[config.mk]
export PLATFORM = sky130hd
export DESIGN_NAME = soundbar_level_ctrl
export DESIGN_NICKNAME = d
export VERILOG_FILES = /design/src/rtl/soundbar_pkg.sv /design/src/rtl/soundbar_peak_window.sv /design/src/rtl/soundbar_level_ctrl.sv
export SDC_FILE = /design/constraint.sdc
export NUM_CORES = 1
export LEC_CHECK = 0
export BUFFER_PORTS_ARGS = -buffer_cell sky130_fd_sc_hd__buf_2
export CAP_MARGIN = 40
export CORE_MARGIN = 2
export CORE_UTILIZATION = 45
export DETAILED_ROUTE_END_ITERATION = 16
export PLACE_DENSITY = 0.74
export SKIP_CTS_REPAIR_TIMING = 1
export SLEW_MARGIN = 20
export SYNTH_ARGS = -nofsm -noshare
export SYNTH_HDL_FRONTEND = slang
export SYNTH_SLANG_ARGS = --single-unit
[constraint.sdc]
create_clock -name clock -period 6.7 [get_ports clock]
set_input_delay 0.67 -clock clock [delete_from_list [all_inputs] [get_ports clock]]
set_output_delay 0.67 -clock clock [all_outputs]
set_load 0.02 [all_outputs]
[src/rtl/soundbar_pkg.sv]
// Shared definitions for the soundbar level path: widths, decay states,
// amplitude-to-step quantiser and the 16-step thermometer encoder.
`timescale 1ns/1ps
package soundbar_pkg;

    localparam int LEVEL_W   = 5;
    localparam int BAR_STEPS = 16;
    localparam int OLED_W    = 96;
    localparam int OLED_H    = 64;
    localparam int AMP_W     = 11;

    // TRACK: a fresh peak is being held (hold > 0).
    // DECAY: hold expired, level falls one step per window.
    typedef enum logic {
        TRACK,
        DECAY
    } decay_state_e;

    // Round-up quantiser: 0 -> 0, 1..128 -> 1, ..., 1921..2047 -> 16.
    function automatic logic [LEVEL_W-1:0] peak_to_target(
        input logic [AMP_W-1:0] peak
    );
        logic [AMP_W:0]       sum;
        logic [LEVEL_W-1:0]   q;
        sum = {1'b0, peak} + 12'd127;
        q   = LEVEL_W'(sum >> 7);
        return (q > 5'd16) ? 5'd16 : q;
    endfunction

    function automatic logic [BAR_STEPS-1:0] thermo16(
        input logic [LEVEL_W-1:0] level
    );
        logic [BAR_STEPS-1:0] t;
        t = '0;
        for (int i = 0; i < BAR_STEPS; i++) begin
            t[i] = (LEVEL_W'(i) < level);
        end
        return t;
    endfunction

endpackage

[src/rtl/soundbar_peak_window.sv]
// Mic amplitude, running peak and sample-count window.
// Ports: clock, reset (async high), sample_valid, mic_in[11:0] in;
//        win_end (comb pulse), target[4:0] (comb, valid at win_end),
//        peak_out[10:0] (peak of last completed window) out.
`timescale 1ns/1ps
module soundbar_peak_window
    import soundbar_pkg::*;
#(
    parameter int WINDOW = 4000,
    parameter int CENTRE = 2048
) (
    input  logic        clock,
    input  logic        reset,
    input  logic        sample_valid,
    input  logic [11:0] mic_in,
    output logic        win_end,
    output logic [4:0]  target,
    output logic [10:0] peak_out
);

    localparam int CNT_W = $clog2(WINDOW);
    localparam logic [11:0] CENTRE_S = 12'(CENTRE);
    localparam logic [CNT_W-1:0] LAST = CNT_W'(WINDOW - 1);

    logic [CNT_W-1:0] cnt_q, cnt_d;
    logic [10:0]      peak_run_q, peak_run_d;
    logic [10:0]      peak_out_q, peak_out_d;
    logic [11:0]      diff;
    logic [10:0]      amp;
    logic [10:0]      peak_fin;

    always_comb begin
        if (mic_in >= CENTRE_S) begin
            diff = mic_in - CENTRE_S;
        end else begin
            diff = CENTRE_S - mic_in;
        end
        // Full-scale negative (code 0) is 2048 away; clamp to 11 bits.
        amp = (diff > 12'd2047) ? 11'h7FF : diff[10:0];
    end

    // Peak including the current sample, so the closing sample counts.
    assign peak_fin = (amp > peak_run_q) ? amp : peak_run_q;
    assign win_end  = sample_valid && (cnt_q == LAST);
    assign target   = peak_to_target(peak_fin);
    assign peak_out = peak_out_q;

    always_comb begin
        cnt_d      = cnt_q;
        peak_run_d = peak_run_q;
        peak_out_d = peak_out_q;
        if (sample_valid) begin
            if (win_end) begin
                cnt_d      = '0;
                peak_run_d = '0;
                peak_out_d = peak_fin;
            end else begin
                cnt_d      = cnt_q + CNT_W'(1);
                peak_run_d = peak_fin;
            end
        end
    end

    always_ff @(posedge clock or posedge reset) begin
        if (reset) begin
            cnt_q      <= '0;
            peak_run_q <= '0;
            peak_out_q <= '0;
        end else begin
            cnt_q      <= cnt_d;
            peak_run_q <= peak_run_d;
            peak_out_q <= peak_out_d;
        end
    end

endmodule

[src/rtl/soundbar_level_ctrl.sv]
// Peak-hold/decay volume level and frame-synchronous thermometer output.
// Ports: clock, reset (async high), sample_valid, mic_in[11:0],
//        index[12:0], freeze in; level[4:0], tester[15:0],
//        peak_out[10:0], frame_tick out.
`timescale 1ns/1ps
module soundbar_level_ctrl
    import soundbar_pkg::*;
#(
    parameter int WINDOW        = 4000,
    parameter int DECAY_WINDOWS = 2,
    parameter int CENTRE        = 2048,
    parameter int FRAME_PIX     = OLED_W * OLED_H
) (
    input  logic        clock,
    input  logic        reset,
    input  logic        sample_valid,
    input  logic [11:0] mic_in,
    input  logic [12:0] index,
    input  logic        freeze,
    output logic [4:0]  level,
    output logic [15:0] tester,
    output logic [10:0] peak_out,
    output logic        frame_tick
);

    localparam int HOLD_W = $clog2(DECAY_WINDOWS + 2);
    localparam int IDX_W  = $clog2(FRAME_PIX);
    localparam logic [HOLD_W-1:0] HOLD_INIT = HOLD_W'(DECAY_WINDOWS);

    logic              win_end;
    logic [4:0]        target;
    logic [4:0]        level_q, level_d;
    logic [HOLD_W-1:0] hold_q, hold_d;
    decay_state_e      state_q, state_d;
    logic [15:0]       tester_q, tester_d;
    logic              tick_q, tick_d;
    logic [IDX_W-1:0]  idx_prev_q, idx_prev_d;
    logic              boundary;

    soundbar_peak_window #(
        .WINDOW (WINDOW),
        .CENTRE (CENTRE)
    ) u_peak (
        .clock        (clock),
        .reset        (reset),
        .sample_valid (sample_valid),
        .mic_in       (mic_in),
        .win_end      (win_end),
        .target       (target),
        .peak_out     (peak_out)
    );

    always_comb begin
        level_d = level_q;
        hold_d  = hold_q;
        state_d = state_q;
        if (win_end) begin
            if (target >= level_q) begin
                level_d = target;
                hold_d  = HOLD_INIT;
                state_d = (DECAY_WINDOWS == 0) ? DECAY : TRACK;
            end else begin
                unique case (state_q)
                    TRACK: begin
                        hold_d = hold_q - HOLD_W'(1);
                        if (hold_q == HOLD_W'(1)) begin
                            state_d = DECAY;
                        end
                    end
                    DECAY: begin
                        // target < level here, so one step never undershoots.
                        level_d = level_q - 5'd1;
                    end
                endcase
            end
        end
    end

    // Falling edge of "index nonzero": a level on 0 must not retrigger.
    // Latch uses level_q, so a same-cycle window update shows next frame.
    always_comb begin
        boundary   = (idx_prev_q != '0) && (index == '0);
        tick_d     = boundary && !freeze;
        tester_d   = tick_d ? thermo16(level_q) : tester_q;
        idx_prev_d = index[IDX_W-1:0];
    end

    always_ff @(posedge clock or posedge reset) begin
        if (reset) begin
            level_q    <= '0;
            hold_q     <= '0;
            state_q    <= DECAY;
            tester_q   <= '0;
            tick_q     <= 1'b0;
            idx_prev_q <= '0;
        end else begin
            level_q    <= level_d;
            hold_q     <= hold_d;
            state_q    <= state_d;
            tester_q   <= tester_d;
            tick_q     <= tick_d;
            idx_prev_q <= idx_prev_d;
        end
    end

    assign level      = level_q;
    assign tester     = tester_q;
    assign frame_tick = tick_q;

endmodule
### Word-level counts from Yosys, hierarchy flattened

Index checks and enable logic that the tools add are counted.

* flip-flop bits (word level): 72
* output and inout port bits: 33
* logic and storage cells: 62

* reductions and logical operators: 10
* equal/unequal tests: 3
* mux-type cells: 13
* add/sub/neg operators: 6
* $lt $le $gt $ge: 21

Operator list (count)
* 4-bit by 5-bit less-than comparator with 1-bit output, first input constant: 8
* 11-bit two-way mux: 3
* 12-bit two-way mux: 2
* 3-bit by 5-bit less-than comparator with 1-bit output, first input constant: 4
* 5-bit two-way mux: 3
* 13-bit logical NOT: 1
* 13-bit nonzero test: 1
* 11-bit by 7-bit adder with 12-bit output, second input constant: 1
* 12-bit by 1-bit adder with 12-bit output, second input constant: 1
* 12-bit == test, second input constant: 1
* 12-bit greater-or-equal comparator, second input constant: 1
* 12-bit by 11-bit > comparator with 1-bit output, second input constant: 1
* 12-bit subtractor, first input constant: 1
* 12-bit subtractor, second input constant: 1
* 11-bit > comparator: 1
* 1-bit by 5-bit less-than comparator with 1-bit output, first input constant: 2
* 2-bit by 5-bit less-than comparator with 1-bit output, first input constant: 2
* 2-bit AND reduction: 3
* 5-bit greater-or-equal comparator: 1
* 5-bit > comparator, second input constant: 1
* 5-bit by 1-bit subtractor with 5-bit output, second input constant: 1
* 2-bit two-way mux: 2
* 1-bit logical AND: 3
* 1-bit two-way mux: 3
* 5 further kinds: 5

### Longest topological paths before layout

* word-level depth: 12
* gate-level depth with buffers: 22
* depth with buffers taken out: 22

### Cells and area by module

A second synthesis with hierarchy kept.

* cell total of the unflattened synthesis: 423
* area total of the unflattened synthesis: 3978.8 µm²

By module, submodules not included
* soundbar_peak_window: cells an instance 262, area an instance 2296.0 µm², seq. area each 850.8 µm², times used 1
* soundbar_level_ctrl: cells an instance 161, area an instance 1682.9 µm², seq. area each 952.2 µm², times used 1

### Worst setup path before layout

Ideal clock, no wire load.

* path type: in2reg
* from: input port mic_in[4]
* to: register hold_q[1]
* library setup time: 0.121 ns
* cell stages on the path: 20
* arrival: 4.874 ns
* path slack: 1.705 ns
* path through: buf_6 or4_4 nor4_4 a211oi_1 a21o_1 inv_1 ha_1 a21oi_1 o21a_1 nor4b_1 or2_2 clkbuf_1 mux2i_1 xor2_1 ha_1 a21o_1 a21oi_1 o21ai_1 or3_1 o22a_1

* longest elaborated chain between the ends: 12
* elaborated cells on any way between the ends: 15
* classes of those cells: 3 x add/sub; 5 x order compare; 1 x eq/ne; 5 x mux; 1 x reduce/logical

RTL lines
* start: declaration: line soundbar_level_ctrl.sv:17 `input logic [11:0] mic_in,`
* 12-bit subtractor, or another cell as far along: line soundbar_peak_window.sv:36 `diff = CENTRE_S - mic_in;`
* 12-bit two-way mux *: line soundbar_peak_window.sv:33 `if (mic_in >= CENTRE_S) begin`
* 12-bit by 11-bit > comparator with 1-bit output: line soundbar_peak_window.sv:39 `amp = (diff > 12'd2047) ? 11'h7FF : diff[10:0];`
* 11-bit two-way mux *: line soundbar_peak_window.sv:39
* 11-bit > comparator: line soundbar_peak_window.sv:43 `assign peak_fin = (amp > peak_run_q) ? amp : peak_run_q;`
* 11-bit two-way mux *: line soundbar_peak_window.sv:43
* 11-bit by 7-bit adder with 12-bit output *: line soundbar_pkg.sv:25 `sum = {1'b0, peak} + 12'd127;`
* 5-bit > comparator: line soundbar_pkg.sv:27 `return (q > 5'd16) ? 5'd16 : q;`
* 5-bit two-way mux *: line soundbar_pkg.sv:27
* 5-bit greater-or-equal comparator *: line soundbar_level_ctrl.sv:58 `if (target >= level_q) begin`
* 2-bit by 1-bit != test with 1-bit output (no line)
* 2-bit AND reduction (no line)
* end signal: assignment: line soundbar_level_ctrl.sv:98 `hold_q <= hold_d;`
* end: declaration: line soundbar_level_ctrl.sv:33 `logic [HOLD_W-1:0] hold_q, hold_d;`

Mark *: on every way between the ends. The rest lies on a longest branch, timed or not.
A chain may end at the register's enable or synchronous reset.

### Final worst setup path

* from: input port mic_in[0]
* to: register hold_q[1]

Same word-level chain as after synthesis.

==> flow_summary.yaml <==
yosys:
  yosysUniqueCellTypes: 54
  ys_top_cells_by_area: "dfrtp_1 45%, ha_1 6.7%, o21ai_0 4.3%, nand2_1 4.3%, nor2_1 4.0%"
  yosysTopAreaCellShare_pct: 45.1
  ys_warn_count: 0
  syn_inst: 428
  synth.cell_area_um2: 3940
  synth-seq-area-share_pct: 45.8
  synth_edf_count: 0
  synth_top_area_cell: "dfrtp_1"
  async_flop_share_pct: 100
  synth-seq-cells: 72
  synth_ff_type: "dfrtp_1"
  syn_area_per_cell_um2: 9.20
  syn-num-nets: 478
grt:
  grt_max_degree: 49
  antenna_found_initial: 0
  grtUsageTotal_pct: 18.7
  grt_pass1_wl_mm: 14.8
  grt_pass1_vias: 3200
  overflow: 0
worst_setup_path:
  start_kind: "input port"
  end_kind: "register"
  cp.buffers_inverters: 3
  required_ns: 6.93
  cp.arrival_ns: 5.70
  cp_cell_sequence: "buf_2 -> inv_1 -> ha_1 -> nor3b_1 -> a21oi_1 -> a211oi_1 -> a21o_1 -> inv_1 -> ha_1 -> a21oi_1 -> o21a_1 -> nor4b_1 -> or2_2 -> mux2i_1 -> xor2_1 -> ha_1 -> a21o_1 -> a21oi_1 -> o21ai_1 -> or3_1 -> o22a_1"
  critical_path_depth: 21
  worstSetupPathType: "in -> reg"
  cpPeakStageDelay_ns: 0.65
  cp_slowest_cell: "nor3b_1"
  r2r_cells: 14
  path_delay_family: "simple AND/OR/NAND/NOR gates"
  cp_max_fo: 17
drt:
  drc: 0
  viasPerCell: 5.63
  wl_mm: 8.85
  wire_per_inst_um: 14.8
  drt_iter0_drc: 161
  vias: 3378
  drt-pass1-iter-count: 4
  wl_met2_mm: 4.27
  dr_wl_met3_um: 452
  highest_layer: "met4"
  drtAntennaViolNets: 0
  wl_met1_mm: 4.02
timing:
  hold_viol: 0
  final.min_clock_period_ns: 5.47
  clock_skew_ns: 0.00990
  rsz0062_at_grt: "no"
  timing.final.crit_share_pct: 81.6
  fin_setup_tns_ns: 0
  holdWs_ns: 0.372
  tightest_slew_ns: 0.758
  timing.fmax_mhz: 183
  final-max-slew-violation-count: 0
  setup_viol: 0
  relSlewSlack_pct: 49.3
clocking:
  insertion_delay_ns: 0.34
  h-tree-depth: 3
  cts_tree: "yes"
  clockBufferDepth: 2
  cts_buffers: 9
  cts_sinks: 72
  cts_root_buf: "clkbuf_8"
  path_clk_slew_ns: 0.07
floorplanning:
  start_util_pct: 45.8
  die_w_um: 97.5
  fp.dieH_um: 97.5
  core_area_um2: 8590
  fp-row-count: 34
  dieArea_um2: 9510
  ios: 62
final_layout:
  drive_above_1_share_pct: 19.5
  diodes: 0
  syn_to_final_growth_pct: 17.4
  nets: 537
place:
  port-buffer-count: 61
  dpl.hpwl_mm: 6.52
  gp_congestion: 0.882
power_and_ir_drop:
  leakagePower_uw: 0.00221
  peakVddDrop_v: 0.000115
  power_density_nw_per_um2: 298
run_status:
  outcome: "finished clean"
min_path:
  hp-class: "in -> async"
flow_run:
  maxCapViolCount: 0
layout by cell type, fill, tap and decap left out, drive strengths merged, types with 8 or more instances in the layout:
| master | instances |
|---|---|
| nor4 | 9 |
| nand2 | 45 |
| ha | 21 |
| clkbuf | 11 |
| nor2 | 42 |
| a31oi | 15 |
| xnor2 | 9 |
| dfrtp | 71 |
| inv | 24 |
| nor3 | 11 |
| a21oi | 25 |
| nand3 | 11 |
| a22o | 8 |
| or3 | 8 |
| buf | 66 |
| o21ai | 37 |
per-layer routing:
metal | global-route usage [%] | vias up
met5 | 0 | -
met3 | 2.52 | 12
met2 | 31.6 | 102
li1 | - | 1666
met1 | 24.8 | 1598
met4 | 6.09 | 0
sequential cells by signal, indices dropped and copies added (netlist names):
signal,cells
tester,16
idx_prev_q,13
u_peak.cnt_q,12
u_peak.peak_out,11
u_peak.peak_run_q,11
level,5
hold_q,2
frame_tick,1
state_q,1
area by class of cell:
type / count / area, µm²
fill: 759 / 3970
multi-input combinational: 314 / 1980
sequential: 72 / 1800
timing repair buffer: 66 / 370
clock buffer: 11 / 141
tap: 108 / 135
clock inverter: 5 / 104
inverter: 24 / 90.1
power breakdown:
| group | total (µW) | leakage, µW | switching, µW | internal [µW] |
|---|---|---|---|---|
| sequential | 534 | 0.000923 | 48.8 | 486 |
| clock | 417 | 0.000124 | 160 | 258 |
| combinational | 427 | 0.00116 | 256 | 172 |
final timing paths:
path / from / end / slack (ns)
min in group clock: index[1] / idx_prev_q[1]$_DFF_PP0_ / 0.45
setup reg to reg: u_peak.peak_run_q[4]$_DFFE_PP0P_ / hold_q[1]$_DFFE_PP0P_ / 2.77
hold reg to reg: u_peak.peak_out[0]$_DFFE_PP0P_ / u_peak.peak_out[0]$_DFFE_PP0P_ / 0.48
hold / removal: reset / u_peak.cnt_q[9]$_DFFE_PP0P_ / 0.37
setup / recovery: mic_in[0] / hold_q[1]$_DFFE_PP0P_ / 1.23
max in group asynchronous: reset / state_q$_DFFE_PP1P_ / 5.74
cells by family (layout without fill, tap and decap cells):
logic type | after synthesis | count (layout) | share of synthesized area, %
and+or+nand+nor | 153 | 153 | 19.1
AOI/OAI and AO/OA | 117 | 117 | 18.7
DFF | 72 | 72 | 45.8
buffers and inverters | 42 | 106 | 4.26
adders and majority gates | 21 | 21 | 6.67
xor gates and xnor gates | 15 | 15 | 3.34
muxes | 8 | 8 | 2.13
per-stage QoR:
step / utilization (%) / std cells / worst slack [ns] / instance area, µm² / total power, µW
3_5_place_dp: 50.8 / 583 / 0.987 / 4360 / 965
5_1_grt: 53.8 / 600 / 0.978 / 4620 / 1460
3_3_place_gp: 50.5 / 582 / 1.28 / 4340 / 944
4_1_cts: 53.6 / 599 / 1.32 / 4610 / 1380
6_report: 53.8 / 600 / 1.23 / 4620 / 1380
2_1_floorplan: - / 428 / 1.71 / 3940 / 858
worst min-delay path, delay by kind of cell:
kind                   cells  cell delay, ns
buffers and inverters      3            0.44
cell usage after synthesis, types with 7 or more instances:
cell	instances
dfrtp_1	71
o21a_1	7
or3_1	8
a21oi_1	25
nand4_1	7
xnor2_1	9
clkbuf_1	15
nand2_1	45
ha_1	21
a22o_1	8
nor2_1	42
inv_1	24
nor3_1	11
nand3_1	11
o21ai_0	34
nor4_1	8
a31oi_1	15
(Power assumes the default switching activity.)
